<file path="config.mk">
export PLATFORM = sky130hd
export DESIGN_NAME = pixel_word_packer_flat
export DESIGN_NICKNAME = d
export VERILOG_FILES = /design/src/rtl/pixel_word_packer_if.sv /design/src/rtl/pixel_word_packer.sv /design/src/flat_wrapper.sv
export SDC_FILE = /design/constraint.sdc
export NUM_CORES = 1
export LEC_CHECK = 0
export CAP_MARGIN = 40
export CORE_MARGIN = 1.5
export CORE_UTILIZATION = 54
export CTS_CLUSTER_SIZE = 8
export DETAILED_ROUTE_END_ITERATION = 8
export PLACE_DENSITY = 0.94
export SLEW_MARGIN = 5
export SYNTH_ARGS = -nofsm -noshare
export SYNTH_HDL_FRONTEND = slang
export SYNTH_SLANG_ARGS = --single-unit
export TNS_END_PERCENT = 1
</file>
<file path="constraint.sdc">
create_clock -name iCLK -period 5.3 [get_ports iCLK]
set_input_delay 0.795 -clock iCLK [delete_from_list [all_inputs] [get_ports iCLK]]
set_output_delay 0.795 -clock iCLK [all_outputs]
set_load 0.02 [all_outputs]
</file>
<file path="src/rtl/pixel_word_packer_if.sv">
// Pixel/frame input bus and packed-word output bus of the pixel word packer.
interface pixel_word_packer_if #(
  parameter int PIX_W  = 12,
  parameter int WORD_W = 16,
  parameter int CNT_W  = 20
);
  logic [PIX_W-1:0]  iDATA;
  logic              iDVAL;
  logic              iFVAL;
  logic              iLVAL;
  logic              iSTART;
  logic              iEND;
  logic [PIX_W-1:0]  iTHRESH;
  logic [WORD_W-1:0] oDATA;
  logic              oDVAL;
  logic [CNT_W-1:0]  oWORD_CNT;
  logic [15:0]       oFRAME_CNT;
  logic              oFRAME_DONE;
  logic              oOVF;
  logic              oBUSY;

  // Pixel source side: drives video timing and control, observes packed words
  modport master (
    output iDATA, iDVAL, iFVAL, iLVAL, iSTART, iEND, iTHRESH,
    input  oDATA, oDVAL, oWORD_CNT, oFRAME_CNT, oFRAME_DONE, oOVF, oBUSY
  );

  // Packer side
  modport slave (
    input  iDATA, iDVAL, iFVAL, iLVAL, iSTART, iEND, iTHRESH,
    output oDATA, oDVAL, oWORD_CNT, oFRAME_CNT, oFRAME_DONE, oOVF, oBUSY
  );
endinterface

</file>
<file path="src/rtl/pixel_word_packer.sv">
// Packs BPP-bit pixel fields (thresholded for BPP=1, MSBs otherwise) into
// WORD_W-bit words, flushing partial words at line/frame end, with frame
// arming/stop control, per-frame word limit and frame counting.
module pixel_word_packer #(
  parameter int PIX_W     = 12,
  parameter int BPP       = 1,
  parameter int WORD_W    = 16,
  parameter int MAX_WORDS = 19200,
  parameter int CNT_W     = 20
) (
  input  logic              iCLK,
  input  logic              iRST,
  pixel_word_packer_if.slave bus
);
  localparam int PPW    = WORD_W / BPP;
  localparam int SLOT_W = $clog2(PPW + 1);
  localparam logic [SLOT_W-1:0] LAST_SLOT = SLOT_W'(PPW - 1);
  localparam logic [CNT_W-1:0]  CNT_LIMIT = CNT_W'(MAX_WORDS);

  typedef enum logic [1:0] {IDLE, ARMED, CAPTURE} state_t;

  state_t            state_reg, state_next;
  logic              stop_pending_reg, stop_pending_next;
  logic              fval_reg, lval_reg;
  logic [SLOT_W-1:0] slot_reg, slot_next;
  logic [WORD_W-1:0] shift_reg, shift_next;
  logic [WORD_W-1:0] data_reg, data_next;
  logic              dval_reg, dval_next;
  logic [CNT_W-1:0]  word_cnt_reg, word_cnt_next;
  logic [15:0]       frame_cnt_reg, frame_cnt_next;
  logic              done_reg, done_next;
  logic              ovf_reg, ovf_next;

  logic              fval_rise, fval_fall, lval_fall;
  logic              capture, accept, frame_start, emit;
  logic [SLOT_W-1:0] slot_base;
  logic [CNT_W-1:0]  cnt_base;
  logic [WORD_W-1:0] shift_base;
  logic [BPP-1:0]    pix_field;

  // Edges compare the live input against last cycle's sample
  assign fval_rise = bus.iFVAL & ~fval_reg;
  assign fval_fall = ~bus.iFVAL & fval_reg;
  assign lval_fall = ~bus.iLVAL & lval_reg;

  assign capture = (state_reg == CAPTURE);
  assign accept  = capture & bus.iDVAL & bus.iLVAL;

  // A new frame restarts the word count and packing, whether already
  // capturing or just leaving ARMED on this rise
  assign frame_start = fval_rise & (capture | ((state_reg == ARMED) & ~bus.iEND));
  assign slot_base   = frame_start ? '0 : slot_reg;
  assign cnt_base    = frame_start ? '0 : word_cnt_reg;
  assign shift_base  = (slot_base == '0) ? '0 : shift_reg;

  generate
    if (BPP == 1) begin : g_binarise
      assign pix_field = (bus.iDATA > bus.iTHRESH);
    end else begin : g_msbs
      logic unused_thresh;
      assign pix_field     = bus.iDATA[PIX_W-1 -: BPP];
      assign unused_thresh = ^{bus.iTHRESH, bus.iDATA};
    end
  endgenerate

  // FSM state register
  always_ff @(posedge iCLK) begin
    if (iRST) begin
      state_reg        <= IDLE;
      stop_pending_reg <= 1'b0;
    end else begin
      state_reg        <= state_next;
      stop_pending_reg <= stop_pending_next;
    end
  end

  // FSM next state: arm, start on frame rise, stop at frame end when requested
  always_comb begin
    state_next        = state_reg;
    stop_pending_next = stop_pending_reg;
    case (state_reg)
      IDLE:    if (bus.iSTART) state_next = ARMED;
      ARMED: begin
        if (bus.iEND)       state_next = IDLE;
        else if (fval_rise) state_next = CAPTURE;
      end
      CAPTURE: begin
        if (bus.iEND) stop_pending_next = 1'b1;
        if (fval_fall && (stop_pending_reg || bus.iEND)) state_next = IDLE;
      end
      default: state_next = IDLE;
    endcase
    if (state_next == IDLE) stop_pending_next = 1'b0;
  end

  // Packing, word emission (full or flushed partial), limits and frame counting
  always_comb begin
    shift_next     = shift_base;
    slot_next      = slot_base;
    data_next      = data_reg;
    dval_next      = 1'b0;
    word_cnt_next  = cnt_base;
    frame_cnt_next = frame_cnt_reg;
    done_next      = 1'b0;
    ovf_next       = ovf_reg;
    emit           = 1'b0;
    if (accept) begin
      shift_next = shift_base | (WORD_W'(pix_field) << (slot_base * BPP));
      slot_next  = slot_base + SLOT_W'(1);
    end
    if (capture) begin
      if (accept && (slot_base == LAST_SLOT))
        emit = 1'b1;
      else if ((lval_fall || fval_fall) && (slot_next != '0))
        emit = 1'b1;
    end
    if (emit) begin
      slot_next = '0;
      if (cnt_base == CNT_LIMIT) begin
        ovf_next = 1'b1;
      end else begin
        data_next     = shift_next;
        dval_next     = 1'b1;
        word_cnt_next = cnt_base + CNT_W'(1);
      end
    end
    if (capture && fval_fall) begin
      done_next      = 1'b1;
      frame_cnt_next = frame_cnt_reg + 16'd1;
    end
  end

  // Datapath and output registers
  always_ff @(posedge iCLK) begin
    if (iRST) begin
      fval_reg      <= 1'b0;
      lval_reg      <= 1'b0;
      slot_reg      <= '0;
      shift_reg     <= '0;
      data_reg      <= '0;
      dval_reg      <= 1'b0;
      word_cnt_reg  <= '0;
      frame_cnt_reg <= '0;
      done_reg      <= 1'b0;
      ovf_reg       <= 1'b0;
    end else begin
      fval_reg      <= bus.iFVAL;
      lval_reg      <= bus.iLVAL;
      slot_reg      <= slot_next;
      shift_reg     <= shift_next;
      data_reg      <= data_next;
      dval_reg      <= dval_next;
      word_cnt_reg  <= word_cnt_next;
      frame_cnt_reg <= frame_cnt_next;
      done_reg      <= done_next;
      ovf_reg       <= ovf_next;
    end
  end

  assign bus.oDATA       = data_reg;
  assign bus.oDVAL       = dval_reg;
  assign bus.oWORD_CNT   = word_cnt_reg;
  assign bus.oFRAME_CNT  = frame_cnt_reg;
  assign bus.oFRAME_DONE = done_reg;
  assign bus.oOVF        = ovf_reg;
  assign bus.oBUSY       = (state_reg != IDLE);
endmodule

</file>
<file path="src/flat_wrapper.sv">
// flat-port wrapper written by rule: the top's interface ports become plain ports
module pixel_word_packer_flat 
#(
  parameter int PIX_W     = 12,
  parameter int BPP       = 1,
  parameter int WORD_W    = 16,
  parameter int MAX_WORDS = 19200,
  parameter int CNT_W     = 20
)
  (iCLK, iRST, bus_iDATA, bus_iDVAL, bus_iFVAL, bus_iLVAL, bus_iSTART, bus_iEND, bus_iTHRESH, bus_oDATA, bus_oDVAL, bus_oWORD_CNT, bus_oFRAME_CNT, bus_oFRAME_DONE, bus_oOVF, bus_oBUSY);
  pixel_word_packer_if #(.PIX_W(PIX_W), .WORD_W(WORD_W), .CNT_W(CNT_W)) bus_i ();
  input  logic iCLK;
  input  logic iRST;
  input wire logic [$bits(bus_i.iDATA)-1:0] bus_iDATA;
  input wire logic [$bits(bus_i.iDVAL)-1:0] bus_iDVAL;
  input wire logic [$bits(bus_i.iFVAL)-1:0] bus_iFVAL;
  input wire logic [$bits(bus_i.iLVAL)-1:0] bus_iLVAL;
  input wire logic [$bits(bus_i.iSTART)-1:0] bus_iSTART;
  input wire logic [$bits(bus_i.iEND)-1:0] bus_iEND;
  input wire logic [$bits(bus_i.iTHRESH)-1:0] bus_iTHRESH;
  output wire logic [$bits(bus_i.oDATA)-1:0] bus_oDATA;
  output wire logic [$bits(bus_i.oDVAL)-1:0] bus_oDVAL;
  output wire logic [$bits(bus_i.oWORD_CNT)-1:0] bus_oWORD_CNT;
  output wire logic [$bits(bus_i.oFRAME_CNT)-1:0] bus_oFRAME_CNT;
  output wire logic [$bits(bus_i.oFRAME_DONE)-1:0] bus_oFRAME_DONE;
  output wire logic [$bits(bus_i.oOVF)-1:0] bus_oOVF;
  output wire logic [$bits(bus_i.oBUSY)-1:0] bus_oBUSY;
  assign bus_i.iDATA = bus_iDATA;
  assign bus_i.iDVAL = bus_iDVAL;
  assign bus_i.iFVAL = bus_iFVAL;
  assign bus_i.iLVAL = bus_iLVAL;
  assign bus_i.iSTART = bus_iSTART;
  assign bus_i.iEND = bus_iEND;
  assign bus_i.iTHRESH = bus_iTHRESH;
  assign bus_oDATA = bus_i.oDATA;
  assign bus_oDVAL = bus_i.oDVAL;
  assign bus_oWORD_CNT = bus_i.oWORD_CNT;
  assign bus_oFRAME_CNT = bus_i.oFRAME_CNT;
  assign bus_oFRAME_DONE = bus_i.oFRAME_DONE;
  assign bus_oOVF = bus_i.oOVF;
  assign bus_oBUSY = bus_i.oBUSY;
  pixel_word_packer #(.PIX_W(PIX_W), .BPP(BPP), .WORD_W(WORD_W), .MAX_WORDS(MAX_WORDS), .CNT_W(CNT_W)) u_core (.iCLK(iCLK), .iRST(iRST), .bus(bus_i));
endmodule
</file>
Word level (Yosys, flattened, before mapping)
Index checks and enable logic that the tools add are counted.
{ "word_totals": {"ff_bits": 81, "word_cells": 70, "input_bits": 31} }
{ "op_classes": {"muxes": 17, "bitwise": 15, "eq_ne": 4, "n_reduce_logical": 17, "order_cmp": 1, "shift": 1, "addsub": 3} }
{ "ops": {"columns": ["cell", "count"], "rows": [
  ["20-bit two-way mux", 3],
  ["16-bit two-way mux", 2],
  ["20-bit by 1-bit adder with 20-bit output, second input constant", 1],
  ["20-bit by 15-bit equality test with 1-bit output, second input constant", 1],
  ["16-bit by 1-bit adder with 16-bit output, second input constant", 1],
  ["16-bit OR", 1],
  ["1-bit by 5-bit << shifter with 16-bit output", 1],
  ["12-bit > comparator", 1],
  ["5-bit two-way mux", 2],
  ["2-bit two-way mux", 4],
  ["1-bit bitwise AND", 7],
  ["1-bit NOT", 6],
  ["2-bit one-hot mux with 3 select lines", 1],
  ["2-bit AND reduction", 3],
  ["2-bit OR reduction", 3],
  ["5-bit by 1-bit adder with 5-bit output, second input constant", 1],
  ["5-bit by 4-bit equality test with 1-bit output, second input constant", 1],
  ["5-bit logical NOT", 1],
  ["1-bit two-way mux", 5],
  ["5-bit nonzero test", 1],
  ["1-bit logical AND", 4],
  ["2-bit logical NOT", 2],
  ["2-bit by 1-bit equality test with 1-bit output, second input constant", 1],
  ["2-bit equality test, second input constant", 1],
  ["other kinds (3)", 4]
]} }

Longest topological paths before layout
{ "depth": {"ltp_word": 14, "ltp_mapped": 14, "ltp_nobuf": 11} }

Worst setup path before layout
No wires, ideal clock.
{ "synth_timing": {"path_kind": "in2reg", "startpoint": "input bus_iFVAL", "endpoint": "register u_core.word_cnt_reg[1], in the netlist u_core.bus.oWORD_CNT[1]", "t_required_ns": 5.229, "cell_stages": 13, "path_buffers": 3, "setup_slack_ns": 2.044, "arrival_time_ns": 3.185, "cell_sequence": "nor2b_1 > o21ai_1 > buf_2 > buf_1 > nand2_1 > ha_1 > nand2_1 > o31ai_1 > o311a_4 > a21bo_2 > clkbuf_1 > o21ai_0 > a21oi_1"} }
{ "synth_between": {"elab_chain_cells": 11, "word_cells_on_any_way": 20, "cone_classes": "add/sub (2); eq/ne (2); mux (8); bitwise (4); reduce/logical (4)"} }
{ "synth_rtl": {"columns": ["element", "line", "rtl"], "rows": [
  ["start, declared", "flat_wrapper.sv:16", "input wire logic [$bits(bus_i.iFVAL)-1:0] bus_iFVAL;"],
  ["1-bit bitwise AND", "pixel_word_packer.sv:42", "assign fval_rise = bus.iFVAL & ~fval_reg;"],
  ["1-bit bitwise AND", "pixel_word_packer.sv:51", "assign frame_start = fval_rise & (capture | ((state_reg == ARMED) & ~bus.iEND));"],
  ["5-bit two-way mux", "pixel_word_packer.sv:52", "assign slot_base = frame_start ? '0 : slot_reg;"],
  ["5-bit by 1-bit adder with 5-bit output", "pixel_word_packer.sv:109", "slot_next = slot_base + SLOT_W'(1);"],
  ["5-bit two-way mux", "pixel_word_packer.sv:107", "if (accept) begin"],
  ["5-bit nonzero test", "pixel_word_packer.sv:114", "else if ((lval_fall || fval_fall) && (slot_next != '0))"],
  ["1-bit logical AND", "pixel_word_packer.sv:114", null],
  ["1-bit two-way mux", "pixel_word_packer.sv:114", null],
  ["1-bit two-way mux", "pixel_word_packer.sv:112", "if (accept && (slot_base == LAST_SLOT))"],
  ["1-bit two-way mux", "pixel_word_packer.sv:111", "if (capture) begin"],
  ["20-bit two-way mux (*)", "pixel_word_packer.sv:117", "if (emit) begin"],
  ["end signal, assigned", "pixel_word_packer.sv:153", "word_cnt_reg <= word_cnt_next;"],
  ["end, declared", "pixel_word_packer.sv:29", "logic [CNT_W-1:0] word_cnt_reg, word_cnt_next;"]
]} }
Mark *: on every way between the ends. The rest lies on a longest branch, timed or not.
A chain may end at the register's enable or synchronous reset.

Final worst setup path
{ "layout_timing": {"startpoint": "input bus_iFVAL", "endpoint": "register u_core.data_reg[9], in the netlist u_core.bus.oDATA[9]"} }
{ "layout_between": {"elab_chain_cells": 11, "word_cells_on_any_way": 24, "cone_classes": "add/sub (1); eq/ne (2); shift (1); mux (8); bitwise (6); reduce/logical (6)"} }
{ "layout_rtl": {"columns": ["element", "line", "rtl"], "rows": [
  ["1-bit bitwise AND", "pixel_word_packer.sv:42", null],
  ["1-bit bitwise AND", "pixel_word_packer.sv:51", null],
  ["5-bit two-way mux", "pixel_word_packer.sv:52", null],
  ["5-bit by 1-bit adder with 5-bit output", "pixel_word_packer.sv:109", null],
  ["5-bit two-way mux", "pixel_word_packer.sv:107", null],
  ["5-bit nonzero test", "pixel_word_packer.sv:114", null],
  ["1-bit logical AND", "pixel_word_packer.sv:114", null],
  ["1-bit two-way mux", "pixel_word_packer.sv:114", null],
  ["1-bit two-way mux", "pixel_word_packer.sv:112", null],
  ["1-bit two-way mux", "pixel_word_packer.sv:111", null],
  ["2-bit AND reduction (no line)", null, null],
  ["end signal, assigned", "pixel_word_packer.sv:151", "data_reg <= data_next;"],
  ["end, declared", "pixel_word_packer.sv:27", "logic [WORD_W-1:0] data_reg, data_next;"]
]} }
Several ways; a longest one is shown, not always the timed one.

==> results by group <==
Clocking
  • CTS tree: done
  • Max Root-Sink Buffers: 2
  • Clock sinks: 81
  • Setup bufs post-CTS: 0
  • CTS root buf: clkbuf_8
  • CTS buffer count: 9
  • H-tree Lvls: 3
  • CTS clk-pin slew, worst paths: around 90 ps
  • Clk Latency, worst-skew pair: 360 ps
  • PostCTS Resize Cnt: 0
  • # hold bufs at CTS: 0

Yosys
  • Dominant cell by count in the synthesized netlist: dfxtp_1
  • Syn_area_per_cell: roughly 8.5 µm²
  • Ys flop type: dfxtp_1
  • Commonest cells in the netlist: 81 x dfxtp_1, 55 x nor2_1, 38 x a21oi_1
  • Area contributors post-synth: dfxtp_1 41%, ha_1 5.4%, nor2_1 5.3%
  • Synthesized Nets: approximately 510
  • Synth async-reset ratio: 0%
  • Post-synthesis cell count: 460
  • Post-synth EDFFs: 0
  • Flops & latches, synth: 81
  • Share of the synthesized area in the top cell type: between 40% and 50%
  • Area leader, netlist: dfxtp_1
  • YS warnings: 0
  • Mapped cell area: just under 0.004 mm²
  • Share of the yosys chip area belonging to registers: 41.4%
  • Netlist cell types: 50

STA
  • Fin crit share: 77.2%
  • Slew Limit Fails: 0
  • Worst Skew: approximately 11 ps
  • Worst slew pin tran: between 800 and 900 ps
  • Unrepaired setup endpoints after global routing: no
  • Final setup vio count: 0
  • Max Fclk: approximately 240 MHz
  • Final Hold Vio Count: 0
  • Rel. slew slack: 46.0%
  • Final setup TNS: 0 ps
  • Post-route minimum period: 4090 ps

Critical path
  • Critical Path End Type: flip-flop
  • Critical path's slowest cell: a21boi_2
  • Crit start category: input port
  • Worst EP required: approximately 5600 ps
  • Setup CP Type: in2reg
  • Cells along the critical path: clkdlybuf4s50_1, nor2b_1, o21ai_1, nand2_1, ha_1, nand3_1, a31oi_1, a21boi_2, buf_4, a21oi_1, a211oi_1
  • Arrival time at the worst endpoint: 4350 ps
  • Cell family with most CP delay: compound AO/OA/AOI/OAI gates
  • Worst-path fanout max: 22
  • CP Buf/Inv Count: 2
  • Crit-path max cell delay: roughly 660 ps

Global route
  • Gr usage total: approximately 28%
  • Grt total ovfl: 0
  • Vias in the first global route: between 3000 and 4000
  • Antenna violations before repair: 0
  • Largest net degree at the start of global routing: 69
  • Global-route wire length before repair: 17200 µm

Layout
  • Share of layout cells above drive strength 1: ~6.7%
  • Fillcell total: between 500 and 600
  • Nets@finish: ~600
  • N_diodes: 0
  • Synth-to-Final Area Change: 28.1%
  • Largest register FFs: 20
  • Post-layout util: between 70 and 80%

Placement
  • Post-DP HPWL: a little over 7000 µm
  • Buffers on Ports: 86
  • Routability cong.: between 0.9 and 1

Floorplanning
  • Die Y: around 88 µm
  • Die area: 0.00778 mm²
  • Site Rows: 30
  • Die width: 88.2 µm
  • Io pins: 87
  • Core area: around 0.007 mm²
  • Initial cell density of the core: between 50% and 60%

Route
  • DR iter-0 viols: between 300 and 400
  • Vias: 3784
  • Post-DR wirelength/cell: about 16 µm
  • Antenna-violating nets left: 0
  • Drt pass-1 iters: 7
  • Number of remaining DRC errors: 0
  • DR vias/cell: ~5.9
  • Final wirelength: ~10000 µm

Power and ir drop
  • Pint: just under 0.0009 W
  • Part of the power in combinational logic: under 10%
  • PwrDens: 231 mW/mm²
  • Seq pwr share: 52.9%
  • Sw frac: around a quarter
  • Sw power: 0.000288 W
  • Leakage power total: around 1.8 nW
  • Maximum VDD drop: roughly 0.18 mV
  • Proportion of power drawn by the clock network: about 40%

Run
  • Max-Cap Viols: 0

Hold path
  • Worst min path class: reg2reg

Status
  • Status: completed
## worst reg2reg max path: cells and delay by family (launching register included)
kind            cells  cell delay [ps]
simple gates        2              400
fa+ha+maj           1              360
flops               1              480
compound gates      6             1910
buf+inv             1              380
## cell families (layout without fill, tap and decap cells)
family	after synthesis	count (layout)	synth area share, %
AND/OR/NAND/NOR	178	178	22.9
multiplexers	3	3	0.798
XOR/XNOR	23	23	5.14
flip-flops	81	81	41.4
buffers and inverters	46	127	4.82
adder cells (fa/ha/maj)	17	17	5.43
AO/OA/AOI/OAI	112	112	19.5
## power groups by stage
stage	Clock [W]	Combinational (W)	Sequential, W
CTS	0.000463	0.0000788	0.000613
detailed placement	0	0.0000783	0.000627
global placement	0	0.0000731	0.000627
global route	0.000494	0.0000878	0.000614
finish	0.000466	0.0000790	0.000613
floorplan	0	0.0000433	0.000626
## metrics by stage
step | cells | hold slack [ps] | setup slack, ps | cell area [µm²] | power [W]
floorplan | 460 | 448 | 2040 | 3920 | 0.000669
global placement | 619 | 461 | 1190 | 4800 | 0.000700
detailed placement | 621 | 465 | 1040 | 4820 | 0.000706
CTS | 637 | 487 | 1290 | 5020 | 0.00116
global route | 637 | 514 | 866 | 5020 | 0.00120
finish | 637 | 478 | 1210 | 5020 | 0.00116
## cell type report
type	instances	area [µm²]	area share (%)
Multi-Input combinational cell	333	2110	42.0
Sequential cell	81	1620	32.3
Timing Repair Buffer	91	893	17.8
Tap cell	96	120	2.39
Clock buffer	9	124	2.47
Inverter	20	75.1	1.50
Clock inverter	7	77.6	1.55
## cells in the final DEF, fill, tap and decap left out, drive strengths merged, types with 2 or more instances in the layout
master and n:
clkdlybuf4s50 85, dfxtp 81, nor2 56, a21oi 38
nand2 31, a211oi 22, inv 22, ha 17
nor3 16, nand3 15, nand4 14, a32oi 14
xor2 13, o21ai 11, xnor2 10, clkbuf 9
and2 6, or4 6, buf 6, nand2b 5
o31ai 5, and4 5, nor4 5, nor2b 4
a31oi 4, a31o 4, and3 4, nor3b 3
o211ai 3, clkinv 3, o21a 2, or2 2
a21o 2, nand3b 2, mux2i 2
## path summary, 6_finish.rpt
kind                          to  cells past startpoint  slack [ps]                 from
min              u_core.bus.oOVF                      2         480      u_core.bus.oOVF
min reg2reg      u_core.bus.oOVF                      2         480      u_core.bus.oOVF
max          u_core.bus.oDATA[9]                     11        1210            bus_iFVAL
max reg2reg  u_core.bus.oDATA[9]                     10        1680  u_core.state_reg[0]
## per-layer routing
| metal | routed length [µm] | vias up | global-route usage, % |
|---|---|---|---|
| met5 | 0 | - | 0 |
| met4 | 235 | 0 | 13.2 |
| met3 | 514 | 25 | 5.56 |
| met2 | 5090 | 153 | 46.6 |
| met1 | 4310 | 1791 | 34.6 |
| li1 | - | 1815 | - |
Note: power is estimated with default switching activity, not from simulation.
==> RTL edit (config.mk and constraints unchanged) <==
`shift_reg` no longer has a reset.
--- a/src/rtl/pixel_word_packer.sv
+++ b/src/rtl/pixel_word_packer.sv
@@ -136,7 +136,6 @@
       fval_reg      <= 1'b0;
       lval_reg      <= 1'b0;
       slot_reg      <= '0;
-      shift_reg     <= '0;
       data_reg      <= '0;
       dval_reg      <= 1'b0;
       word_cnt_reg  <= '0;
@@ -147,7 +146,6 @@
       fval_reg      <= bus.iFVAL;
       lval_reg      <= bus.iLVAL;
       slot_reg      <= slot_next;
-      shift_reg     <= shift_next;
       data_reg      <= data_next;
       dval_reg      <= dval_next;
       word_cnt_reg  <= word_cnt_next;
@@ -155,6 +153,10 @@
       done_reg      <= done_next;
       ovf_reg       <= ovf_next;
     end
+  end
+
+  always_ff @(posedge iCLK) begin
+    shift_reg <= shift_next;
   end
 
   assign bus.oDATA       = data_reg;
Behaviour: same outputs for any inputs over 10 cycles, from zero or initial values and one cycle with iRST high; that may be too few to reach the edited logic, so the function may still have changed.
==> RTL edit against the original RTL <==
Area after synthesis rose by 3.6%. Fmax rose by 1.4%. Power rose by 12%. Final area rose by 3.5%. Sequential power barely moved. Routed wire length rose by 0.58%. Non-clock buffer count fell by 1. Sequential cell count did not move. Clock power rose by 30%. Count of clock-buffer cells in the layout did not move. Via count fell by 1.4%. Worst setup slack improved by 0.055 ns. Clock skew fell by 0.0042 ns. Critical endpoint is now u_core.bus.oWORD_CNT[17].
==> RTL edit: results (changes against the original RTL) <==
Outcome
  • Status: finished clean (unchanged)

Power and ir drop
  • Sw Share: 0.220 (was 0.249)
  • P_clk: 608 uW (was 466 uW)
  • Max VDD drop: 0.166 mV (was 0.181 mV)
  • Gate power share: 0.061 (was 0.068)
  • Internal power: 1020 uW (was 870 uW)
  • Leak: 0.00195 uW (was 0.00175 uW)

Cells and area
  • Clock buf/inv share: 0.0525 (was 0.0401)
  • Fill count: 535 (was 502)
  • Final net count: 596 (was 584)
  • Layout cell share with drive strength beyond 1: 0.0669 (was 0.0665)
  • Buffering overhead: 0.170 (was 0.178)
  • Sequential cell area share: 0.312 (was 0.323)
  • Area of the multi-input gates: 0.00217 sq mm (was 0.00211 sq mm)
  • Buffers, non-clock: 90 (was 91)
  • Non-clk invs: 33 (was 20)
  • Antenna Diode Count: 0 (unchanged)

STA
  • Worst slew margin: 0.385 (was 0.460)
  • Setup-failing EPs final: 0 (unchanged)
  • Clk_skew: 0.00678 ns (was 0.0110 ns)

Min path
  • Hold EP: u_core.shift_reg[2] (was u_core.bus.oOVF)
  • Hold Crit Class: reg -> reg (unchanged)
  • Min-delay src: u_core.shift_reg[2] (was u_core.bus.oOVF)

Synth
  • Largest cells by area after synthesis: dfxtp_1 (40%), nor2_1 (6.1%), ha_1 (5.2%) (was dfxtp_1 (41%), ha_1 (5.4%), nor2_1 (5.3%))
  • Register area share after synthesis: 0.399 (was 0.414)
  • Synth Area in XOR/XNOR: 0.0625 (was 0.0514)
  • Area share of fa/ha/maj cells after synthesis: 0.0524 (was 0.0543)
  • Commonest cells post-synth: dfxtp_1 (81), nor2_1 (66), nand2_1 (42), inv_1 (33), nand3_1 (19) (was dfxtp_1 (81), nor2_1 (55), a21oi_1 (38), nand2_1 (31), a211oi_1 (22))
  • Synth Area in Compound Gates: 0.162 (was 0.195)
  • Post-synthesis cell type count: 61 (was 50)
  • Yosys warnings: 0 (unchanged)
  • Syn Nets: 520 (was 508)
  • Multiplexer share of the synthesized area: 0.00739 (was 0.00798)

Placement
  • GP Congestion: 0.857 (was 0.901)
  • DP HPWL: 7.11 mm (about the same)

Drt
  • Routed WL per cell: 15.7 microns (was 15.9 microns)
  • Detailed Route Iter0 Violations: 313 (was 364)
  • Via Count: 3732 (was 3784)
  • DR pass1 iterations: 6 (was 7)

CTS
  • Worst skew pair latency: 0.36 ns (about the same)
  • H-tree lvl count: 3 (unchanged)

Critical path
  • Arrival time worst endpoint: 4.29 ns (was 4.35 ns)
  • R2R Path Start: u_core.fval_reg (was u_core.state_reg[0])
  • Crit-path slowest cell: a2111oi_2 (was a21boi_2)
  • RR Endpoint: u_core.bus.oWORD_CNT[17] (was u_core.bus.oDATA[9])
  • Crit-path max cell delay: 0.64 ns (was 0.66 ns)
  • Flop-to-flop setup slack: 1.95 ns (was 1.68 ns)
  • Crit start category: primary input (unchanged)
  • Worst-path maximum fanout: 11 (was 22)

Global routing
  • GRT Total Usage: 0.258 (was 0.279)
  • First-pass GRT wire length: 16.9 mm (was 17.2 mm)
  • Largest net degree at the start of global routing: 49 (was 69)
  • Vias in the first global route: 3638 (was 3721)
[RTL edit: changes by cell type in the layout (fill, tap and decap cells not counted), moves of 5 or more]
cell      unedited run  this run
a211oi_1            22         8
a21oi_1             38        15
a311oi_1             0         7
a32oi_1             14         6
inv_1               20        33
nand2_1             31        42
nor2_1              55        66
or4_1                6         1
xnor2_1             10        18
[RTL edit: metrics by stage]
stage | instance area (sq um) | worst slack [ns] | cells | hold slack, ns
floorplan | 4060 | 1.77 | 472 | 0.411
global placement | 4920 | 1.07 | 635 | 0.420
detailed placement | 4920 | 0.978 | 636 | 0.424
CTS | 5200 | 1.32 | 652 | 0.443
global route | 5200 | 1.00 | 652 | 0.466
finish | 5200 | 1.27 | 652 | 0.443
[RTL edit: layer usage]
metal  vias up  global-route usage  share of wire  routed length (microns)
li1       1823                   -              -                        -
met1      1726               0.290           0.41                     4150
met2       152               0.455           0.50                     5080
met3        31              0.0575          0.067                      682
met4         0               0.135          0.029                      294
met5         -                   0              0                        0
